==> config.mk <==
export PLATFORM = sky130hd
export DESIGN_NAME = click_detect
export DESIGN_NICKNAME = d
export VERILOG_FILES = /design/src/rtl/click_detect.sv
export SDC_FILE = /design/constraint.sdc
export NUM_CORES = 1
export LEC_CHECK = 0
export BUFFER_PORTS_ARGS = -buffer_cell sky130_fd_sc_hd__buf_2
export CORE_MARGIN = 8
export CORE_UTILIZATION = 65
export CTS_CLUSTER_DIAMETER = 100
export CTS_CLUSTER_SIZE = 28
export DETAILED_ROUTE_END_ITERATION = 8
export HOLD_SLACK_MARGIN = 0.15
export PLACE_DENSITY = 0.83
export SYNTH_ARGS = -nofsm -noshare
export SYNTH_HDL_FRONTEND = slang
export SYNTH_HIERARCHICAL = 1
export SYNTH_SLANG_ARGS = --single-unit
==> constraint.sdc <==
create_clock -name clk -period 3.3 [get_ports clk]
set_input_delay 0.66 -clock clk [delete_from_list [all_inputs] [get_ports clk]]
set_output_delay 0.66 -clock clk [all_outputs]
set_load 0.01 [all_outputs]
==> src/rtl/click_detect.sv <==
// Multi-channel button gesture classifier: each channel synchronizes and debounces
// one push button, then reports N-click bursts or a long press as a one-cycle event.
module click_chan #(
    parameter int DEBOUNCE_CYCLES = 16,
    parameter int GAP_CYCLES      = 250000,
    parameter int LONG_CYCLES     = 500000,
    parameter int MAX_CLICKS      = 3
) (
    input  logic       clk,
    input  logic       rst,
    input  logic       button,
    output logic       evt_valid,
    output logic       evt_long,
    output logic [2:0] evt_clicks,
    output logic       busy
);
    localparam int DW = $clog2(DEBOUNCE_CYCLES + 1);
    localparam int TW = $clog2(LONG_CYCLES);

    typedef enum logic [1:0] {IDLE, DOWN, GAP, HOLD} state_t;

    logic          btn_m, btn_s, deb;
    logic [DW-1:0] deb_cnt;
    logic          settle, prs_stb, rel_stb;

    state_t        state, state_nxt;
    logic [TW-1:0] timer, timer_nxt;
    logic [2:0]    clicks, clicks_nxt;
    logic          evt_v_q, evt_v_nxt, evt_l_q, evt_l_nxt;
    logic [2:0]    evt_c_q, evt_c_nxt;

    always_ff @(posedge clk) begin
        if (rst) begin
            btn_m <= 1'b0;
            btn_s <= 1'b0;
        end else begin
            btn_m <= button;
            btn_s <= btn_m;
        end
    end

    // Strobes are combinational so the FSM acts on the same edge deb flips.
    assign settle  = (btn_s != deb) && (deb_cnt == DW'(DEBOUNCE_CYCLES - 1));
    assign prs_stb = settle && btn_s;
    assign rel_stb = settle && !btn_s;

    always_ff @(posedge clk) begin
        if (rst) begin
            deb     <= 1'b0;
            deb_cnt <= '0;
        end else if (btn_s == deb) begin
            deb_cnt <= '0;
        end else if (settle) begin
            deb     <= btn_s;
            deb_cnt <= '0;
        end else begin
            deb_cnt <= deb_cnt + 1'b1;
        end
    end

    always_ff @(posedge clk) begin
        if (rst) begin
            state   <= IDLE;
            timer   <= '0;
            clicks  <= '0;
            evt_v_q <= 1'b0;
            evt_l_q <= 1'b0;
            evt_c_q <= '0;
        end else begin
            state   <= state_nxt;
            timer   <= timer_nxt;
            clicks  <= clicks_nxt;
            evt_v_q <= evt_v_nxt;
            evt_l_q <= evt_l_nxt;
            evt_c_q <= evt_c_nxt;
        end
    end

    always_comb begin
        state_nxt  = state;
        timer_nxt  = timer + 1'b1;
        clicks_nxt = clicks;
        evt_v_nxt  = 1'b0;
        evt_l_nxt  = 1'b0;
        evt_c_nxt  = '0;
        case (state)
            IDLE: begin
                timer_nxt = '0;
                if (prs_stb) begin
                    state_nxt  = DOWN;
                    clicks_nxt = 3'd1;
                end
            end
            DOWN: begin
                if (rel_stb) begin
                    state_nxt = GAP;
                    timer_nxt = '0;
                end else if (clicks == 3'd1 && timer == TW'(LONG_CYCLES - 1)) begin
                    state_nxt = HOLD;
                    evt_v_nxt = 1'b1;
                    evt_l_nxt = 1'b1;
                    evt_c_nxt = 3'd1;
                end
            end
            GAP: begin
                // A press on the expiry edge keeps the burst alive.
                if (prs_stb) begin
                    state_nxt = DOWN;
                    timer_nxt = '0;
                    if (clicks != 3'(MAX_CLICKS))
                        clicks_nxt = clicks + 3'd1;
                end else if (timer == TW'(GAP_CYCLES - 1)) begin
                    state_nxt = IDLE;
                    evt_v_nxt = 1'b1;
                    evt_c_nxt = clicks;
                end
            end
            HOLD: begin
                timer_nxt = timer;
                if (rel_stb)
                    state_nxt = IDLE;
            end
            default: state_nxt = IDLE;
        endcase
    end

    always_comb begin
        busy       = (state != IDLE);
        evt_valid  = evt_v_q;
        evt_long   = evt_l_q;
        evt_clicks = evt_c_q;
    end
endmodule

module click_detect #(
    parameter int CHANNELS        = 4,
    parameter int DEBOUNCE_CYCLES = 16,
    parameter int GAP_CYCLES      = 250000,
    parameter int LONG_CYCLES     = 500000,
    parameter int MAX_CLICKS      = 3
) (
    input  logic                  clk,
    input  logic                  rst,
    input  logic [CHANNELS-1:0]   button,
    output logic [CHANNELS-1:0]   evt_valid,
    output logic [CHANNELS-1:0]   evt_long,
    output logic [3*CHANNELS-1:0] evt_clicks,
    output logic [CHANNELS-1:0]   busy
);
    for (genvar i = 0; i < CHANNELS; i++) begin : g_chan
        click_chan #(
            .DEBOUNCE_CYCLES(DEBOUNCE_CYCLES),
            .GAP_CYCLES     (GAP_CYCLES),
            .LONG_CYCLES    (LONG_CYCLES),
            .MAX_CLICKS     (MAX_CLICKS)
        ) u_chan (
            .clk       (clk),
            .rst       (rst),
            .button    (button[i]),
            .evt_valid (evt_valid[i]),
            .evt_long  (evt_long[i]),
            .evt_clicks(evt_clicks[3*i +: 3]),
            .busy      (busy[i])
        );
    end
endmodule

# == Word level (Yosys, flattened, before mapping) ==
# Cells that the tools add are included.
# word_totals
reg_bits,148
inputBits,6
out_inout_bits,24
elab_cells,272
# op_classes
n_addsub,12
n_eq_ne,64
muxes,96
n_bitwise,8
n_reduce_logical,52
# op_table
cell,n
one-hot mux 19 bit (3 select lines),4
2-to-1 mux 19 bit,8
"adder 19 x 1 -> 19 bit, second input constant",4
"== test 19 x 18 -> 1 bit, second input constant",4
"== test 19 bit, second input constant",4
2-to-1 mux 3 bit,24
2-to-1 mux 2 bit,24
one-hot mux 3 bit (2 select lines),8
"!= test 2 x 1 -> 1 bit, second input constant",16
one-hot mux 2 bit (4 select lines),4
AND reduction 4 bit,8
"!= test 3 x 1 -> 1 bit, second input constant",8
"adder 5 x 1 -> 5 bit, second input constant",4
"== test 5 x 4 -> 1 bit, second input constant",4
2-to-1 mux 1 bit,20
"== test 2 bit, second input constant",8
logical AND 1 bit,16
nonzero test 2 bit,8
"adder 3 x 1 -> 3 bit, second input constant",4
"== test 3 x 1 -> 1 bit, second input constant",4
"!= test 3 x 2 -> 1 bit, second input constant",4
OR reduction 3 bit,4
"== test 2 x 1 -> 1 bit, second input constant",4
logical NOT 2 bit,4
7 further kinds,32

# == Longest topological paths before layout ==
# Gate-level depths: netlist of the first run.
# logic_depth
depth_word,5
mapped_depth,9
depth_no_buf,8

# == Modules after synthesis ==
# Netlist of the first run, hierarchy kept.
# by_module_without_submodules
module,instances,cells_per_inst,area_each_um2,seq_area_each_um2
click_chan at g_chan[3].u_chan,1,204,1874.3,740.7
click_chan at g_chan[2].u_chan,1,209,1835.5,740.7
click_chan at g_chan[1].u_chan,1,208,1824.2,740.7
click_chan at g_chan[0].u_chan,1,207,1793.0,740.7

# == Worst setup path before layout of the first run ==
# Ideal clock, no wire load.
# synth_timing
path_type,reg2reg
startpoint,reg g_chan[1].u_chan.deb_cnt[0]
endpoint,reg g_chan[1].u_chan.timer[10]
setup_ns,0.117
arrival_ns,2.061
required_ns,3.183
setup_slack_ns,1.121
path_stages_with_launch,10
n_path_buf,1
period_less_slack_ns,2.179
cell_sequence,dfxtp_1 > ha_1 > and3_1 > ha_1 > nand3b_1 > and2_1 > o221a_2 > o21ai_2 > buf_2 > nor2_1
# synth_between
elab_chain_len,5
word_cells_on_any_way,7
cone_classes,eq/ne (1); mux (3); reduce/logical (3)
# synth_lines
element,line_no,text
from (decl),23,logic [DW-1:0] deb_cnt;
from (signal assigned),57,deb_cnt <= deb_cnt + 1'b1;
== test 5 x 4 -> 1 bit (*),43,assign settle = (btn_s != deb) && (deb_cnt == DW'(DEBOUNCE_CYCLES - 1));
logical AND 1 bit (*),43,
"logical AND 1 bit, on equally long branches","44, 45",
"2-to-1 mux 19 bit, on equally long branches","107, 95",
one-hot mux 19 bit (3 select lines) (*),86,case (state)
to (signal assigned),71,timer <= timer_nxt;
to (decl),27,"logic [TW-1:0] timer, timer_nxt;"
# Mark *: on every way between the ends. The rest lies on a longest branch, timed or not.
# A chain may end at the register's enable or synchronous reset.

# == Final worst setup path of the first run ==
# layout_timing
startpoint,reg g_chan[1].u_chan.deb_cnt[0]
endpoint,reg g_chan[1].u_chan.timer[9]
# Same word-level chain as after synthesis.

==> results of run 1 <==
==> final cells by class <==
class | instances | area [um^2] | area share (%)
Clock buffer | 19 | 442.9 | 5.427
Clock inverter | 13 | 182.7 | 2.238
Inverter | 47 | 176.4 | 2.162
Multi-Input combinational cell | 607 | 4054 | 49.67
Sequential cell | 148 | 2963 | 36.30
Tap cell | 140 | 175.2 | 2.146
Timing Repair Buffer | 32 | 167.7 | 2.054
==> state kept, by name, indices dropped and copies added, names as in the netlist, 8 cells and up <==
signal	flops
g_chan.u_chan/timer	76
g_chan.u_chan/clicks	12
g_chan.u_chan/deb_cnt	20
g_chan.u_chan/state	8
g_chan.u_chan/evt_clicks	12
==> stage by stage <==
step	std cells	power, uW	setup WS, ps
after floorplan	828	2342	1121
after global placement	974	2455	899.9
after detailed placement	974	2484	758.3
after CTS	1006	4495	726.6
after global routing	1006	4648	480.0
final	1006	4462	724.1
==> power groups by stage <==
stage                     Clock, uW  Sequential (uW)  Combinational [uW]
final                          2000             1870                 591
after global routing           2120             1870                 659
after CTS                      2040             1870                 589
after detailed placement          0             1910                 578
after global placement            0             1900                 554
after floorplan                   0             1900                 446
==> worst paths after layout <==
path / slack (ps) / from / depth (start not counted) / endpoint
min reg2reg: 440 / g_chan[0].u_chan/btn_m / 1 / g_chan[0].u_chan/btn_s
max reg2reg: 720 / g_chan[1].u_chan/deb_cnt[0] / 8 / g_chan[1].u_chan/timer[9]
min: 440 / g_chan[0].u_chan/btn_m / 1 / g_chan[0].u_chan/btn_s
max: 720 / g_chan[1].u_chan/deb_cnt[0] / 8 / g_chan[1].u_chan/timer[9]
==> cells in the mapped netlist, types with 6 or more instances <==
master	instances
nor4b_1	7
dfxtp_1	148
o211ai_1	6
a31oi_1	7
nor2_1	113
nand2_1	57
nor3_1	29
nand4_1	14
inv_1	47
and3_1	9
or3_1	10
clkbuf_1	16
a21oi_1	38
a22oi_1	7
nand3b_1	12
ha_1	40
nand3_1	45
xor2_1	34
o21ai_0	13
o221a_2	7
xnor2_1	33
o31ai_1	6
nand4bb_1	6
nor2b_1	16
==> metal layers <==
metal  routed length (um)  track usage [%]
met3                  756            5.784
met1                 6822            24.60
met4                  188            7.235
met5                    0                0
met2                 7504            35.46
==> kinds of logic after synthesis <==
kind of cell / after synthesis
AOI/OAI and AO/OA: 119
and+or+nand+nor: 378
xor gates and xnor gates: 67
DFF: 148
muxes: 3
adders and majority gates: 40
buffers and inverters: 73
==> cells in the final DEF, fill, tap and decap left out, types with 12 or more instances in the layout <==
master,synthesis,layout
xnor2_1,33,33
nor2b_1,16,16
inv_1,47,47
dfxtp_1,148,148
ha_1,40,40
xor2_1,34,34
nand3b_1,12,12
a21oi_1,38,38
nor2_1,113,113
buf_2,5,29
nand3_1,45,45
nand2_1,57,57
nand4_1,14,14
o21ai_0,13,13
nor3_1,29,29
clkbuf_16,0,17
==> worst max-delay path: cells and delay by family (launching register included) <==
family | cells | cell delay (ps)
adder cells (fa/ha/maj) | 2 | 430
AO/OA/AOI/OAI | 2 | 860
flip-flops | 1 | 360
AND/OR/NAND/NOR | 4 | 780
==> results.yml, run 1 <==
power:
  p_int_uw: 3335
  power_frac_seq_pct: 41.9
  power_switching_uw: 1128
  pwr-share-clk_pct: 44.9
  combPwrFrac_pct: 13.3
  powerDensity_nw_per_um2: 546.7
  p_sw_share_pct: 25.27
  vdd_drop_max_mv: 0.4588
  p_leak_uw: 0.002890
worst_setup_path:
  worstPathMaxFanout: 16
  cp.arrival_ps: 2840
  cpMostUsedCell: "ha_1"
  slowest_delay_ps: 530
  cp.required_ps: 3570
  critPathLaunchType: "flop"
  crit_chain: "ha_1 > and3_1 > ha_1 > nand3b_1 > and2_1 > o221a_2 > o21ai_2 > nor2_1"
  crit_type: "flop to flop"
  crit_slowest_cell: "o21ai_2"
  endpoint_kind: "flop"
detailed_routing:
  via_per_inst: 5.963
  vias: 5999
  dr.pass1.iters: 6
  wirelength_um: 15270
  antenna_left: 0
  drt_iter0_drc: 530
  drt-wirelength-per-cell_um: 15.18
  remaining_drc_errors: 0
die:
  initial_core_util_pct: 67.00
  core_area_um2: 10940
  rows: 38
  dieArea_um2: 14930
  die_h_um: 122.2
  die_w_um: 122.2
  num_io_pins: 30
clocking:
  cts_buffers: 17
  clock_latency_ps: 420
  postCtsSetupRepairBufs: 0
  clk_path_buf_depth: 2
  clk_pin_slew_ps: 60
  cts_tree: "built"
  cts-resized-gates: 0
  clkSinkCount: 148
  htree_levels: 4
  root_buffer: "clkbuf_16"
  ctsHoldBuffers: 0
layout:
  fin_area_um2: 8162
  diodes: 0
  fill_cells: 769
  syn_to_final_growth_pct: 11.39
  drive_above_1_share_pct: 10.85
  layout.nets: 899
  finish.utilization_pct: 74.63
synth:
  ys_types: 77
  synth-xor-area-share_pct: 8.009
  synth_edf_count: 0
  synth_warnings: 6
  synthMuxAreaShare_pct: 0.4269
  synth_top_area_cell: "dfxtp_1"
  postSynth.asyncResetShare_pct: 0
  synth_area_leaders: "dfxtp_1, ha_1, nor2_1"
  synth_fp_nets: 874
  synth_adder_area_share_pct: 6.831
  avgSynthCellArea_um2: 8.849
  synth_ff_type: "dfxtp_1"
  syn_area_um2: 7327
  ys_seq_elements: 148
  synth_top_family_by_area: "simple AND/OR/NAND/NOR gates"
  ys_seq_area_share_pct: 40.44
  synth_compound_area_share_pct: 11.27
  yosys.area.top_type_share_pct: 40.44
  syn_inst: 828
  yosys.area_share.simple_pct: 28.79
status:
  status: "complete, no violations"
sta:
  worstMarginPinSlew_ps: 997.1
  whs_ps: 435.8
  fin_crit_sh_pct: 78.06
  slew_viol_final: 0
  period_minus_slack_ps: 2576
  setup_viol: 0
  slew_headroom_pct: 32.59
  finalHoldViolCount: 0
  final.setup.tns_ps: 0
  fin_skew_ps: 7.520
  fmax_mhz: 388.2
  rsz0062_at_grt: "false"
global_routing:
  grt_pass1_vias: 5721
  grt_max_degree: 25
  grt_overflow: 0
  grt_pass1_wl_um: 25600
  antenna_found_initial: 0
  track_usage_pct: 20.78
place:
  gp_congestion: 0.8749
  io_buffers: 29
  place_hpwl_um: 10710
  placed_area_um2: 7536
worst_hold_path:
  hp-class: "flop to flop"
run:
  maxCapViolCount: 0
Note: power is estimated with default switching activity, not from simulation.
==> run 2: changes to the inputs <==
--- a/config.mk
+++ b/config.mk
@@ -7,12 +7,12 @@
 export LEC_CHECK = 0
 export BUFFER_PORTS_ARGS = -buffer_cell sky130_fd_sc_hd__buf_2
 export CORE_MARGIN = 8
-export CORE_UTILIZATION = 65
+export CORE_UTILIZATION = 62
 export CTS_CLUSTER_DIAMETER = 100
 export CTS_CLUSTER_SIZE = 28
 export DETAILED_ROUTE_END_ITERATION = 8
 export HOLD_SLACK_MARGIN = 0.15
-export PLACE_DENSITY = 0.83
+export PLACE_DENSITY = 0.8
 export SYNTH_ARGS = -nofsm -noshare
 export SYNTH_HDL_FRONTEND = slang
 export SYNTH_HIERARCHICAL = 1
==> constraint.sdc (replaced) <==
create_clock -name clk -period 2.5 [get_ports clk]
set_input_delay 0.5 -clock clk [delete_from_list [all_inputs] [get_ports clk]]
set_output_delay 0.5 -clock clk [all_outputs]
set_load 0.01 [all_outputs]
==> results.yml, run 2 (synthesized netlist as in run 1, its figures left out) <==
sta:
  setup_viol: 0
  fin_skew_ps: 9.539
  worstMarginPinSlew_ps: 680.9
  slew_viol_final: 0
  fmax_mhz: 436.7
  slew_headroom_pct: 54.61
  period_minus_slack_ps: 2290
  finalHoldViolCount: 0
  final.setup.tns_ps: 0
  rsz0062_at_grt: "false"
  fin_crit_sh_pct: 91.60
worst_setup_path:
  worstPathMaxFanout: 16
  r2r_setup_slack_ps: 210
  reg2reg_to: "g_chan[1].u_chan/timer[13]"
  cpMostUsedCell: "ha_1"
  endpoint_kind: "flop"
  crit_chain: "ha_1 > and3_1 > ha_1 > nand3b_1 > and2_1 > o221a_2 > o21ai_2 > buf_4 > nor2_1"
  cp.arrival_ps: 2600
  crit_end: "g_chan[1].u_chan/timer[13]"
  reg2reg_depth: 9
  r2r_start: "g_chan[1].u_chan/deb_cnt[0]"
  critPathLaunchType: "flop"
  cp.required_ps: 2810
  crit_type: "flop to flop"
  critPathLaunch: "g_chan[1].u_chan/deb_cnt[0]"
  slowest_delay_ps: 360
  crit_slowest_cell: "dfxtp_1"
detailed_routing:
  drt-wirelength-per-cell_um: 14.82
  drt_iter0_drc: 430
  antenna_left: 0
  dr.pass1.iters: 5
  vias: 5999
  wirelength_um: 15120
  via_per_inst: 5.881
  remaining_drc_errors: 0
power:
  p_leak_uw: 0.002940
  vdd_drop_max_mv: 0.8507
  powerDensity_nw_per_um2: 687.7
  pwr-share-clk_pct: 41.9
  power_uw: 5636
  combPwrFrac_pct: 14.3
  p_sw_share_pct: 25.56
  p_int_uw: 4195
  power_switching_uw: 1441
  power_frac_seq_pct: 43.8
clocking:
  htree_levels: 4
  root_buffer: "clkbuf_16"
  clk_pin_slew_ps: 60
  ctsHoldBuffers: 0
  clock_latency_ps: 430
  cts_tree: "built"
  clk_path_buf_depth: 2
  clkSinkCount: 148
  cts_buffers: 17
global_routing:
  grt_max_degree: 34
  track_usage_pct: 19.56
  grt_overflow: 0
  antenna_found_initial: 0
  grt_pass1_vias: 5862
  grt_pass1_wl_um: 26120
layout:
  syn_to_final_growth_pct: 11.85
  fill_cells: 883
  diodes: 0
  fin_area_um2: 8195
  largest_reg_flops: 76
  top_register: "g_chan.u_chan/timer"
  drive_above_1_share_pct: 11.63
  final_cell_mix: "dfxtp_1, nor2_1, nand2_1"
  layout.area.seq_um2: 2963
  multiInputGateArea_um2: 4054
  layout.nets: 912
  top_regs: "g_chan.u_chan/timer: 76 flops, g_chan.u_chan/deb_cnt: 20 flops"
  final_common_cell: "dfxtp_1"
  finish.utilization_pct: 71.47
die:
  rows: 39
  num_io_pins: 30
  dieArea_um2: 15550
  die_w_um: 124.7
  initial_core_util_pct: 63.90
  core_area_um2: 11470
  die_h_um: 124.7
place:
  io_buffers: 29
  placed_area_um2: 7622
  gp_congestion: 0.9119
  place_hpwl_um: 10660
worst_hold_path:
  hp-class: "primary input to flop"
run:
  maxCapViolCount: 0
status:
  status: "complete, no violations"
==> run 2: cell types whose count changed in the layout (fill, tap and decap cells not counted), sizes merged <==
cell and delta:
buf +13, clkbuf +6, bufinv -3, clkinv -1, clkinvlp -4
==> run 2: through the flow <==
stage	cells	setup WS, ps	hold WS (ps)
final	1020	209.9	280.4
after detailed placement	988	227.2	427.8
after global routing	1020	30.50	287.6
after global placement	988	304.5	424.4
after floorplan	828	321.3	413.8
after CTS	1018	206.7	269.4
==> run 2: routing by layer <==
metal,track usage [%],vias up,share of wire [%],routed length (um)
met1,21.82,2887,44,6688
met3,5.702,28,4.0,606
met5,0,-,0,0
met4,8.930,0,1.7,258
li1,-,2972,-,-
met2,33.66,112,50,7565
==> run 2: worst min-delay path by stage <==
stage	start	endpoint	slack, ps	cells past startpoint
after floorplan	g_chan[0].u_chan/btn_m	g_chan[0].u_chan/btn_s	410	1
after global placement	g_chan[1].u_chan/btn_m	g_chan[1].u_chan/btn_s	420	1
after detailed placement	g_chan[3].u_chan/btn_m	g_chan[3].u_chan/btn_s	430	1
after CTS	button[2]	g_chan[2].u_chan/btn_m	270	2
after global routing	button[3]	g_chan[3].u_chan/btn_m	290	2
final	button[3]	g_chan[3].u_chan/btn_m	280	2
==> run 2: critical path, delay by kind of cell (launching register included) <==
family          cells  cell delay [ps]
compound gates      2              450
fa+ha+maj           2              440
buf+inv             1              210
flops               1              360
simple gates        4              710
==> run 2: area by class of cell <==
type	count	area share [%]
Clock buffer	25	6.046
Clock inverter	5	0.6107
Inverter	47	2.153
Multi-Input combinational cell	607	49.47
Sequential cell	148	36.15
Tap cell	143	2.183
Timing Repair Buffer	45	3.389
==> run 2: power by group through the flow <==
stage                     clock [uW]  sequential (uW)  combinational, uW
final                           2360             2470                808
after global placement             0             2510                752
after CTS                       2400             2470                791
after global routing            2510             2470                903
after detailed placement           0             2520                784
after floorplan                    0             2500                589
==> run 2: timing repair <==
item,CTS,global route
endpoints found under the setup margin,0,1
setup buffers,0,2
resized for setup,0,0
